$ cat src/rtl/pkg_buffer_controller_if.sv
// Signal bundle between the packet buffer controller and its requesters,
// free/data table managers and page RAM.
interface pkg_buffer_controller_if #(
    parameter int DATA_WIDTH        = 8,
    parameter int ADDR_PAGE_NUM_LOG = 4
);
    logic                         wr_req;
    logic [DATA_WIDTH-1:0]        wr_data;
    logic                         wr_ack;
    logic                         rd_req;
    logic [DATA_WIDTH-1:0]        rd_data;
    logic                         rd_valid;
    logic                         free_table_read_req;
    logic [ADDR_PAGE_NUM_LOG-1:0] free_table_read_addr;
    logic                         free_table_empty;
    logic                         free_table_write_req;
    logic [ADDR_PAGE_NUM_LOG-1:0] free_table_write_addr;
    logic                         data_table_read_req;
    logic [ADDR_PAGE_NUM_LOG-1:0] data_table_read_addr;
    logic                         data_table_empty;
    logic                         data_table_write_req;
    logic [ADDR_PAGE_NUM_LOG-1:0] data_table_write_addr;
    logic [ADDR_PAGE_NUM_LOG-1:0] ram_addr;
    logic                         ram_wr_en;
    logic [DATA_WIDTH-1:0]        ram_wr_data;
    logic [DATA_WIDTH-1:0]        ram_rd_data;
    logic [ADDR_PAGE_NUM_LOG:0]   pkt_count;
    logic                         busy;

    modport slave (
        input  wr_req, wr_data, rd_req,
        input  free_table_read_addr, free_table_empty,
        input  data_table_read_addr, data_table_empty, ram_rd_data,
        output wr_ack, rd_data, rd_valid,
        output free_table_read_req, free_table_write_req, free_table_write_addr,
        output data_table_read_req, data_table_write_req, data_table_write_addr,
        output ram_addr, ram_wr_en, ram_wr_data, pkt_count, busy
    );

    modport master (
        output wr_req, wr_data, rd_req,
        output free_table_read_addr, free_table_empty,
        output data_table_read_addr, data_table_empty, ram_rd_data,
        input  wr_ack, rd_data, rd_valid,
        input  free_table_read_req, free_table_write_req, free_table_write_addr,
        input  data_table_read_req, data_table_write_req, data_table_write_addr,
        input  ram_addr, ram_wr_en, ram_wr_data, pkt_count, busy
    );
endinterface

$ cat src/rtl/pkg_buffer_controller.sv
// Linked-list packet buffer sequencer: round-robin between one-word writes
// (alloc, store, link) and reads (pop, fetch, free) over shared tables and RAM.
//
// state     | meaning
// ----------+-----------------------------------------------
// IDLE      | arbitrate eligible write/read requests
// WR_ALLOC  | pop free-list head, latch page
// WR_DATA   | write word into page RAM, ack requester
// WR_LINK   | append page to data list
// RD_POP    | pop oldest data page, latch page
// RD_ADDR   | present page address to RAM
// RD_CAPT   | RAM data valid, return word to requester
// RD_FREE   | push page back onto free list
// WAIT      | table settle time (TABLE_LAT cycles)
module pkg_buffer_controller #(
    parameter int DATA_WIDTH        = 8,
    parameter int ADDR_PAGE_NUM_LOG = 4,
    parameter int TABLE_LAT         = 2
) (
    input  logic                    clk,
    input  logic                    rst_n,
    pkg_buffer_controller_if.slave  bus
);
    typedef enum logic [3:0] {
        S_IDLE, S_WR_ALLOC, S_WR_DATA, S_WR_LINK,
        S_RD_POP, S_RD_ADDR, S_RD_CAPT, S_RD_FREE, S_WAIT
    } state_t;

    localparam logic [3:0]                 WAIT_LOAD = 4'(TABLE_LAT - 1);
    localparam logic [ADDR_PAGE_NUM_LOG:0] CNT_ONE   = (ADDR_PAGE_NUM_LOG+1)'(1);

    state_t                       state, state_nxt;
    logic [ADDR_PAGE_NUM_LOG-1:0] page;
    logic [3:0]                   wait_cnt;
    logic                         prefer_rd;
    logic [ADDR_PAGE_NUM_LOG:0]   pkt_count_q;
    logic [DATA_WIDTH-1:0]        rd_data_q;
    logic                         wr_elig, rd_elig, grant_wr, grant_rd;

    assign wr_elig  = bus.wr_req & ~bus.free_table_empty;
    assign rd_elig  = bus.rd_req & ~bus.data_table_empty;
    assign grant_wr = wr_elig & (~rd_elig | ~prefer_rd);
    assign grant_rd = rd_elig & ~grant_wr;

    always_ff @(posedge clk or negedge rst_n) begin
        if (!rst_n) begin
            state       <= S_IDLE;
            page        <= '0;
            wait_cnt    <= '0;
            prefer_rd   <= 1'b0;
            pkt_count_q <= '0;
            rd_data_q   <= '0;
        end else begin
            state <= state_nxt;
            if (state == S_IDLE) begin
                if (grant_wr)      prefer_rd <= 1'b1;
                else if (grant_rd) prefer_rd <= 1'b0;
            end
            if (state == S_WR_ALLOC) page <= bus.free_table_read_addr;
            if (state == S_RD_POP)   page <= bus.data_table_read_addr;
            if (state_nxt == S_WAIT && state != S_WAIT)
                wait_cnt <= WAIT_LOAD;
            else if (state == S_WAIT && wait_cnt != 4'd0)
                wait_cnt <= wait_cnt - 4'd1;
            if (state == S_WR_LINK) pkt_count_q <= pkt_count_q + CNT_ONE;
            if (state == S_RD_POP)  pkt_count_q <= pkt_count_q - CNT_ONE;
            if (state == S_RD_CAPT) rd_data_q   <= bus.ram_rd_data;
        end
    end

    always_comb begin
        state_nxt                 = state;
        bus.wr_ack                = 1'b0;
        bus.rd_valid              = 1'b0;
        bus.free_table_read_req   = 1'b0;
        bus.free_table_write_req  = 1'b0;
        bus.free_table_write_addr = '0;
        bus.data_table_read_req   = 1'b0;
        bus.data_table_write_req  = 1'b0;
        bus.data_table_write_addr = '0;
        bus.ram_addr              = '0;
        bus.ram_wr_en             = 1'b0;
        bus.ram_wr_data           = '0;
        case (state)
            S_IDLE: begin
                if (grant_wr)      state_nxt = S_WR_ALLOC;
                else if (grant_rd) state_nxt = S_RD_POP;
            end
            S_WR_ALLOC: begin
                bus.free_table_read_req = 1'b1;
                state_nxt               = S_WR_DATA;
            end
            S_WR_DATA: begin
                bus.ram_addr    = page;
                bus.ram_wr_en   = 1'b1;
                bus.ram_wr_data = bus.wr_data;
                bus.wr_ack      = 1'b1;
                state_nxt       = S_WR_LINK;
            end
            S_WR_LINK: begin
                bus.data_table_write_req  = 1'b1;
                bus.data_table_write_addr = page;
                state_nxt                 = S_WAIT;
            end
            S_RD_POP: begin
                bus.data_table_read_req = 1'b1;
                state_nxt               = S_RD_ADDR;
            end
            S_RD_ADDR: begin
                bus.ram_addr = page;
                state_nxt    = S_RD_CAPT;
            end
            S_RD_CAPT: begin
                bus.rd_valid = 1'b1;
                state_nxt    = S_RD_FREE;
            end
            S_RD_FREE: begin
                bus.free_table_write_req  = 1'b1;
                bus.free_table_write_addr = page;
                state_nxt                 = S_WAIT;
            end
            S_WAIT: begin
                if (wait_cnt == 4'd0) state_nxt = S_IDLE;
            end
            default: state_nxt = S_IDLE;
        endcase
    end

    // RAM word is forwarded in the capture cycle and held afterwards
    assign bus.rd_data   = (state == S_RD_CAPT) ? bus.ram_rd_data : rd_data_q;
    assign bus.pkt_count = pkt_count_q;
    assign bus.busy      = (state != S_IDLE);
endmodule
$ cat src/flat_wrapper.sv
// flat-port wrapper written by rule: the top's interface ports become plain ports
module pkg_buffer_controller_flat 
#(
    parameter int DATA_WIDTH        = 8,
    parameter int ADDR_PAGE_NUM_LOG = 4,
    parameter int TABLE_LAT         = 2
)
  (clk, rst_n, bus_wr_req, bus_wr_data, bus_rd_req, bus_free_table_read_addr, bus_free_table_empty, bus_data_table_read_addr, bus_data_table_empty, bus_ram_rd_data, bus_wr_ack, bus_rd_data, bus_rd_valid, bus_free_table_read_req, bus_free_table_write_req, bus_free_table_write_addr, bus_data_table_read_req, bus_data_table_write_req, bus_data_table_write_addr, bus_ram_addr, bus_ram_wr_en, bus_ram_wr_data, bus_pkt_count, bus_busy);
  pkg_buffer_controller_if #(.DATA_WIDTH(DATA_WIDTH), .ADDR_PAGE_NUM_LOG(ADDR_PAGE_NUM_LOG)) bus_i ();
  input  logic clk;
  input  logic rst_n;
  input wire logic [$bits(bus_i.wr_req)-1:0] bus_wr_req;
  input wire logic [$bits(bus_i.wr_data)-1:0] bus_wr_data;
  input wire logic [$bits(bus_i.rd_req)-1:0] bus_rd_req;
  input wire logic [$bits(bus_i.free_table_read_addr)-1:0] bus_free_table_read_addr;
  input wire logic [$bits(bus_i.free_table_empty)-1:0] bus_free_table_empty;
  input wire logic [$bits(bus_i.data_table_read_addr)-1:0] bus_data_table_read_addr;
  input wire logic [$bits(bus_i.data_table_empty)-1:0] bus_data_table_empty;
  input wire logic [$bits(bus_i.ram_rd_data)-1:0] bus_ram_rd_data;
  output wire logic [$bits(bus_i.wr_ack)-1:0] bus_wr_ack;
  output wire logic [$bits(bus_i.rd_data)-1:0] bus_rd_data;
  output wire logic [$bits(bus_i.rd_valid)-1:0] bus_rd_valid;
  output wire logic [$bits(bus_i.free_table_read_req)-1:0] bus_free_table_read_req;
  output wire logic [$bits(bus_i.free_table_write_req)-1:0] bus_free_table_write_req;
  output wire logic [$bits(bus_i.free_table_write_addr)-1:0] bus_free_table_write_addr;
  output wire logic [$bits(bus_i.data_table_read_req)-1:0] bus_data_table_read_req;
  output wire logic [$bits(bus_i.data_table_write_req)-1:0] bus_data_table_write_req;
  output wire logic [$bits(bus_i.data_table_write_addr)-1:0] bus_data_table_write_addr;
  output wire logic [$bits(bus_i.ram_addr)-1:0] bus_ram_addr;
  output wire logic [$bits(bus_i.ram_wr_en)-1:0] bus_ram_wr_en;
  output wire logic [$bits(bus_i.ram_wr_data)-1:0] bus_ram_wr_data;
  output wire logic [$bits(bus_i.pkt_count)-1:0] bus_pkt_count;
  output wire logic [$bits(bus_i.busy)-1:0] bus_busy;
  assign bus_i.wr_req = bus_wr_req;
  assign bus_i.wr_data = bus_wr_data;
  assign bus_i.rd_req = bus_rd_req;
  assign bus_i.free_table_read_addr = bus_free_table_read_addr;
  assign bus_i.free_table_empty = bus_free_table_empty;
  assign bus_i.data_table_read_addr = bus_data_table_read_addr;
  assign bus_i.data_table_empty = bus_data_table_empty;
  assign bus_i.ram_rd_data = bus_ram_rd_data;
  assign bus_wr_ack = bus_i.wr_ack;
  assign bus_rd_data = bus_i.rd_data;
  assign bus_rd_valid = bus_i.rd_valid;
  assign bus_free_table_read_req = bus_i.free_table_read_req;
  assign bus_free_table_write_req = bus_i.free_table_write_req;
  assign bus_free_table_write_addr = bus_i.free_table_write_addr;
  assign bus_data_table_read_req = bus_i.data_table_read_req;
  assign bus_data_table_write_req = bus_i.data_table_write_req;
  assign bus_data_table_write_addr = bus_i.data_table_write_addr;
  assign bus_ram_addr = bus_i.ram_addr;
  assign bus_ram_wr_en = bus_i.ram_wr_en;
  assign bus_ram_wr_data = bus_i.ram_wr_data;
  assign bus_pkt_count = bus_i.pkt_count;
  assign bus_busy = bus_i.busy;
  pkg_buffer_controller #(.DATA_WIDTH(DATA_WIDTH), .ADDR_PAGE_NUM_LOG(ADDR_PAGE_NUM_LOG), .TABLE_LAT(TABLE_LAT)) u_core (.clk(clk), .rst_n(rst_n), .bus(bus_i));
endmodule
$ cat config.mk
export PLATFORM = sky130hd
export DESIGN_NAME = pkg_buffer_controller_flat
export DESIGN_NICKNAME = d
export VERILOG_FILES = /design/src/rtl/pkg_buffer_controller_if.sv /design/src/rtl/pkg_buffer_controller.sv /design/src/flat_wrapper.sv
export SDC_FILE = /design/constraint.sdc
export NUM_CORES = 1
export LEC_CHECK = 0
export BUFFER_PORTS_ARGS = -buffer_cell sky130_fd_sc_hd__clkbuf_2
export CAP_MARGIN = 20
export CORE_MARGIN = 2
export CORE_UTILIZATION = 29
export DETAILED_ROUTE_END_ITERATION = 7
export PLACE_DENSITY_LB_ADDON = 0.1
export REMOVE_ABC_BUFFERS = 1
export SYNTH_ARGS = -nofsm -noshare
export SYNTH_HDL_FRONTEND = slang
export SYNTH_SLANG_ARGS = --single-unit
$ cat constraint.sdc
create_clock -name clk -period 4.24 [get_ports clk]
set_input_delay 0.424 -clock clk [delete_from_list [all_inputs] [get_ports clk]]
set_output_delay 0.424 -clock clk [all_outputs]
set_load 0.01 [all_outputs]
==> results of run 1 <==
==> power groups by stage <==
stage | combinational (uW) | sequential (uW) | clock, uW
2_1_floorplan | 423 | 472 | 0
3_3_place_gp | 636 | 483 | 0
3_5_place_dp | 649 | 490 | 0
4_1_cts | 650 | 488 | 221
5_1_grt | 707 | 510 | 228
6_report | 639 | 486 | 214
==> placed cells by master, fill, tap and decap left out, types with 2 or more instances in the layout <==
cell      instances
nand2_1          11
o21ai_1           8
inv_1             7
mux2i_1           6
nor2b_1           2
nor4b_2           2
a21oi_1           5
mux2_1            8
and2_1           20
clkbuf_8          3
dfrtp_1          26
nor4b_4           2
a211oi_1          2
ha_1              4
xor2_1            2
clkbuf_2         70
nor2_1           10
xnor2_1           4
==> sequential cells by signal, summed over array words and instances, names as in the netlist <==
signal and flops:
u_core.state 4, u_core.page 4, u_core.wait_cnt 4, u_core.prefer_rd 1
u_core.rd_data_q 8, u_core.bus.pkt_count 5
==> cell families (layout without fill, tap and decap cells) <==
group,after synthesis,count (layout)
buffers and inverters,14,82
multiplexers,14,14
adder cells (fa/ha/maj),5,5
AND/OR/NAND/NOR,57,57
flip-flops,26,26
XOR/XNOR,6,6
AO/OA/AOI/OAI,21,21
==> how the worst max path moves through the flow <==
stage / startpoint / to / slack [ns] / cells after the start
floorplan: u_core.state[0]$_DFF_PN0_ / u_core.bus.pkt_count[4]$_DFFE_PN0P_ / 1.48 / 7
global placement: u_core.state[1]$_DFF_PN0_ / bus_rd_data[2] / 1.72 / 3
detailed placement: u_core.state[1]$_DFF_PN0_ / bus_rd_data[3] / 1.63 / 3
CTS: u_core.state[1]$_DFF_PN0_ / bus_rd_data[3] / 1.30 / 3
global route: u_core.state[1]$_DFF_PN0_ / bus_rd_data[2] / 1.16 / 3
finish: u_core.state[1]$_DFF_PN0_ / bus_rd_data[2] / 1.34 / 3
==> cell usage after synthesis (2+ instances only) <==
master | instances | share of area
mux2i_1 | 6 | 0.040
mux2_1 | 8 | 0.060
a21oi_1 | 5 | 0.017
nand2_1 | 11 | 0.028
nor4b_2 | 2 | 0.020
buf_2 | 4 | 0.013
xor2_1 | 2 | 0.012
buf_4 | 2 | 0.010
nor2b_1 | 2 | 0.0083
nor2_1 | 10 | 0.025
dfrtp_1 | 26 | 0.43
nor4b_4 | 2 | 0.032
and2_1 | 20 | 0.083
xnor2_1 | 4 | 0.023
inv_1 | 7 | 0.018
a211oi_1 | 2 | 0.010
o21ai_1 | 8 | 0.027
ha_1 | 4 | 0.033
==> metal layers <==
layer	up-vias	wire, um	GRT usage
li1	617	-	-
met1	585	1510	0.151
met2	32	1670	0.196
met3	4	152	0.0226
met4	0	68	0.0709
met5	-	0	0
==> through the flow <==
step,instances,setup slack [ns]
after floorplan,136,1.48
after detailed placement,277,1.63
after CTS,281,1.30
after global placement,277,1.72
after global routing,281,1.16
final,281,1.34
==> layout make-up <==
| class | instances | area (um2) |
|---|---|---|
| Clock inverter | 1 | 30.0 |
| Sequential cell | 26 | 651 |
| Timing Repair Buffer | 71 | 358 |
| Clock buffer | 3 | 41.3 |
| Tap cell | 70 | 87.6 |
| Inverter | 7 | 26.3 |
| Fill cell | 523 | 3070 |
| Multi-Input combinational cell | 103 | 783 |
==> results.json, run 1 <==
{
  "r2r_setup_slack_ns": 1.86,
  "rsz0062_at_grt": "false",
  "finalCriticalPeriod_ns": 2.90,
  "path_buf_inv": 1,
  "fmax_mhz": 344,
  "ys_seq_area_frac": 0.434,
  "root_buffer": "clkbuf_8",
  "pin_count": 71,
  "area_delta_synth_final_pct": 31.8,
  "vias": 1238,
  "core_area_mm2": 0.00504,
  "drc": 0,
  "p_sw_frac": 0.405,
  "finalCritPeriodShare": 0.685,
  "fin_tns_setup_ns": 0,
  "r2r-end": "u_core.bus.pkt_count[4]$_DFFE_PN0P_",
  "postCtsSetupRepairBufs": 0,
  "synthFlopType": "dfrtp_1",
  "clock-skew-final_ns": 0.00348,
  "synth_simple_gate_area_frac": 0.249,
  "ir_drop_mv": 0.237,
  "seqPwrFrac": 0.363,
  "maxSlewViolCount": 0,
  "synth-edff-count": 0,
  "p_switching_uw": 542,
  "antenna_cells": 0,
  "cts_tree": "built",
  "drtAntennaViolNets": 0,
  "finalWeightedCongestion": 0.712,
  "slowest_stage": "nor4bb_2",
  "antenna_found_initial": 0,
  "crit_chain": "nor4bb_2 > mux2_1 > clkbuf_2",
  "cap_viol_max_count": 0,
  "p_int_uw": 797,
  "critPathMaxStageDelay_ns": 0.98,
  "drive_gt1_frac": 0.398,
  "yosys.area_share.adder": 0.0467,
  "postCtsResizedCells": 0,
  "crit_path_end_kind": "primary output",
  "hold_class": "input pin to async pin",
  "clk_path_buf_depth": 2,
  "synth_xor_xnor_area_share": 0.0350,
  "row_count": 26,
  "pwr-share-clk": 0.160,
  "first_pass_iters": 4,
  "async_flop_share": 1.00,
  "power.leakage_uw": 0.000977,
  "syn_avg_cell_area_um2": 10.5,
  "ys_types": 36,
  "drt_iter0_drc": 33,
  "clock_latency_ns": 0.28,
  "numCtsBuffers": 3,
  "initial_core_util": 0.298,
  "arrival_ns": 2.48,
  "grt_max_degree": 27,
  "setup_viol": 0,
  "synth-seq-cells": 26,
  "cp_max_fo": 14,
  "finalHoldViolCount": 0,
  "worst_pin_slew_ns": 1.02,
  "clk_pin_slew_ns": 0.10,
  "rr_startpoint": "u_core.state[2]$_DFF_PN0_",
  "dp.final_hpwl_um": 2540,
  "fin_util": 0.392,
  "cp_top_family": "simple AND/OR/NAND/NOR gates",
  "worst_setup_path_start_kind": "register",
  "grt_pass1_wl_um": 5690,
  "cts_hold_buf": 0,
  "die_area_mm2": 0.00576,
  "grt_pass1_vias": 1223,
  "synth_area_mm2": 0.00150,
  "die-width_um": 75.9,
  "cts_sinks": 26,
  "power_frac_comb": 0.477,
  "synthMuxAreaShare": 0.100,
  "power_density_mw_per_mm2": 678,
  "critPathKind": "register to primary output",
  "via_per_inst": 4.41,
  "synthCells": 143,
  "route.final.wire_length_um": 3400,
  "yosys_warnings": 0,
  "whs_ns": 0.158,
  "total_power_uw": 1340,
  "die-height_um": 75.9,
  "post_drt_wl_per_cell_um": 12.1,
  "crit_required_ns": 3.82,
  "cts-htree-levels": 1,
  "slew_headroom": 0.309,
  "synth_compound_gate_area_share": 0.0867,
  "final_design_area_no_fill_mm2": 0.00198,
  "outcome": "complete, no violations",
  "r2r_cells": 8,
  "overflow": 0,
  "synth_top_family_by_area": "simple AND/OR/NAND/NOR gates",
  "dpl_cell_area_mm2": 0.00191,
  "grt_usage": 0.121,
  "port_buffers": 70,
  "nets": 247
}
Note: power is estimated with default switching activity, not from simulation.
==> run 2: changes to the inputs <==
Settings changed: ABC_AREA from default to 1.
Clock period 4.24 ns to 2.9 ns, I/O delays scaled along.
==> run 2 against run 1 <==
Effect of this change:
- non-clock buffer count shrank 1
- combinational power up 86%
- cell count grew 25%
- critical path depth rose by 7
- clock-buffer cell count up 1
- utilization up 0.32 points
- register-to-register slack worse by 0.85 ns
- die area is 4.4% higher
- via count increased by 17%
==> results.json, run 2 <==
{
  "synth_area_mm2": 0.00157,
  "first_pass_iters": 4,
  "clock_latency_ns": 0.27,
  "slowest_stage": "dfrtp_1",
  "worst_setup_path_start_kind": "register",
  "r2r-end": "u_core.bus.pkt_count[4]$_DFFE_PN0P_",
  "fin_util": 0.395,
  "fin_ws_ns": 1.01,
  "cts_tree": "built",
  "most-common-layout-cells": "70 x clkbuf_2, 58 x nand2_1, 31 x inv_1, 26 x dfrtp_1, 22 x nand3_1",
  "synth_commonest_cells": "58 x nand2_1, 31 x inv_1, 26 x dfrtp_1, 22 x nand3_1, 21 x nor2_1",
  "synth_area_leaders": "dfrtp_1 41%, nand2_1 14%, inv_1 7.4%, nand3_1 7.0%, nor2_1 5.0%",
  "hold_class": "input pin to async pin",
  "grt_pass1_wl_um": 5870,
  "setup_viol": 0,
  "p_sw_frac": 0.472,
  "seqPwrFrac": 0.317,
  "synthCells": 208,
  "cts_sinks": 26,
  "antenna_cells": 0,
  "grt_usage": 0.119,
  "ff_latch_area_um2": 651,
  "worst_pin_slew_ns": 0.677,
  "critPathMaxStageDelay_ns": 0.48,
  "layout_commonest_cell": "clkbuf_2",
  "drive_gt1_frac": 0.361,
  "power.leakage_uw": 0.00124,
  "core_area_mm2": 0.00517,
  "finalCriticalPeriod_ns": 1.89,
  "crit_chain": "nor2_2 > nand2_4 > inv_2 > ha_1 > a21oi_1 > nand2_1 > nand2_1 > nand2_1 > nand2_1 > nand2_1",
  "vias": 1453,
  "crit_required_ns": 3.07,
  "overflow": 0,
  "via_per_inst": 4.15,
  "clk_pin_slew_ns": 0.09,
  "arrival_ns": 2.06,
  "p_int_uw": 1100,
  "fin_tns_setup_ns": 0,
  "slew_headroom": 0.549,
  "stdcell_count": 350,
  "rr_startpoint": "u_core.state[0]$_DFF_PN0_",
  "regMostFlops": "u_core.rd_data_q",
  "power_density_mw_per_mm2": 1020,
  "dp_slack_ns": 1.01,
  "outcome": "complete, no violations",
  "postCtsSetupRepairBufs": 0,
  "cp_max_fo": 10,
  "multi_input_area_um2": 762,
  "fmax_mhz": 528,
  "r2r_cells": 10,
  "route.final.wire_length_um": 3450,
  "yosysTopAreaCell": "dfrtp_1",
  "ir_drop_mv": 0.341,
  "die-height_um": 77.6,
  "critPathKind": "register to register",
  "synthFlopType": "dfrtp_1",
  "p_switching_uw": 986,
  "area_delta_synth_final_pct": 30.2,
  "cts_hold_buf": 0,
  "grt_pass1_vias": 1320,
  "clock-skew-final_ns": 0.00705,
  "pwr-share-clk": 0.113,
  "root_buffer": "clkbuf_8",
  "die_area_mm2": 0.00602,
  "antenna_found_initial": 0,
  "clk_path_buf_depth": 2,
  "power_frac_comb": 0.570,
  "nFillCells": 550,
  "drtAntennaViolNets": 0,
  "total_power_uw": 2090,
  "dp.final_hpwl_um": 2780,
  "cts-htree-levels": 1,
  "synth_most_common_cell": "nand2_1",
  "row_count": 26,
  "ys_seq_area_frac": 0.414,
  "ys_types": 25,
  "largest_reg_flops": 8,
  "post_drt_wl_per_cell_um": 9.86,
  "maxSlewViolCount": 0,
  "finalWeightedCongestion": 0.755,
  "yosysTopAreaCellShare": 0.414,
  "pin_count": 71,
  "initial_core_util": 0.304,
  "numCtsBuffers": 3,
  "path_common_cell": "nand2_1",
  "die-width_um": 77.6,
  "drt_iter0_drc": 46,
  "crit_path_end_kind": "register",
  "synth-seq-cells": 26,
  "syn_avg_cell_area_um2": 7.55,
  "finalHoldViolCount": 0,
  "r2r_setup_slack_ns": 1.01,
  "rsz0062_at_grt": "false",
  "drc": 0,
  "finalCritPeriodShare": 0.653,
  "nets": 316,
  "postCtsResizedCells": 0,
  "grt_max_degree": 27,
  "async_flop_share": 1.00,
  "cap_viol_max_count": 0,
  "dp.cells": 346,
  "port_buffers": 70,
  "yosys_warnings": 0,
  "synth-edff-count": 0
}
==> run 2: cell count changes in the layout (fill, tap and decap cells not counted), moves of 8 or more <==
cell | before | now
nand2_1 | 11 | 58
inv_1 | 7 | 31
nand3_1 | 0 | 22
and2_1 | 20 | 0
nor2_1 | 10 | 21
mux2_1 | 8 | 0
==> run 2: worst max path at each step <==
stage               cells past startpoint                       from                                  end  slack (ns)
floorplan                              10  u_core.state[0]$_DFF_PN0_  u_core.bus.pkt_count[4]$_DFFE_PN0P_        1.16
global placement                       10  u_core.state[0]$_DFF_PN0_  u_core.bus.pkt_count[4]$_DFFE_PN0P_        1.08
detailed placement                     10  u_core.state[0]$_DFF_PN0_  u_core.bus.pkt_count[4]$_DFFE_PN0P_        1.01
CTS                                    10  u_core.state[0]$_DFF_PN0_  u_core.bus.pkt_count[4]$_DFFE_PN0P_        1.00
global route                           10  u_core.state[0]$_DFF_PN0_  u_core.bus.pkt_count[4]$_DFFE_PN0P_        0.84
finish                                 10  u_core.state[0]$_DFF_PN0_  u_core.bus.pkt_count[4]$_DFFE_PN0P_        1.01
==> run 2: routing by layer <==
metal  up-vias  GRT usage  routed length [um]
li1        783          -                   -
met1       621      0.164                1730
met2        47      0.188                1500
met3         2     0.0244                 191
met4         0     0.0375                  29
met5         -          0                   0
==> run 2: final cells by class <==
cell class | instances | area share
Clock buffer | 4 | 0.0269
Inverter | 37 | 0.0679
Multi-Input combinational cell | 143 | 0.373
Sequential cell | 26 | 0.318
Tap cell | 70 | 0.0428
Timing Repair Buffer | 70 | 0.171
==> run 2: metrics by stage <==
step	instance area, um2	hold WS, ns
final	2040	0.0421
after global routing	2040	0.0794
after CTS	2040	0.0685
after floorplan	1550	-0.00559
after detailed placement	1990	0.364
after global placement	1990	0.365
==> run 2: logic make-up after synthesis <==
| kind of cell | share of synthesized area |
|---|---|
| xor gates and xnor gates | 0.0159 |
| adders and majority gates | 0.0446 |
| and+or+nand+nor | 0.378 |
| buffers and inverters | 0.100 |
| DFF | 0.414 |
| AOI/OAI and AO/OA | 0.0462 |
==> run 2: power by group through the flow <==
stage	clock [uW]	combinational, uW	sequential, uW
4_1_cts	248	1220	665
2_1_floorplan	0	829	665
5_1_grt	266	1360	691
3_5_place_dp	0	1220	670
3_3_place_gp	0	1220	670
6_report	236	1190	663
==> run 2: worst max-delay path, delay by kind of cell, from the launching register on <==
family | cells | cell delay, ns
AO/OA/AOI/OAI | 1 | 0.20
adder cells (fa/ha/maj) | 1 | 0.28
buffers and inverters | 1 | 0.15
flip-flops | 1 | 0.48
AND/OR/NAND/NOR | 7 | 0.69
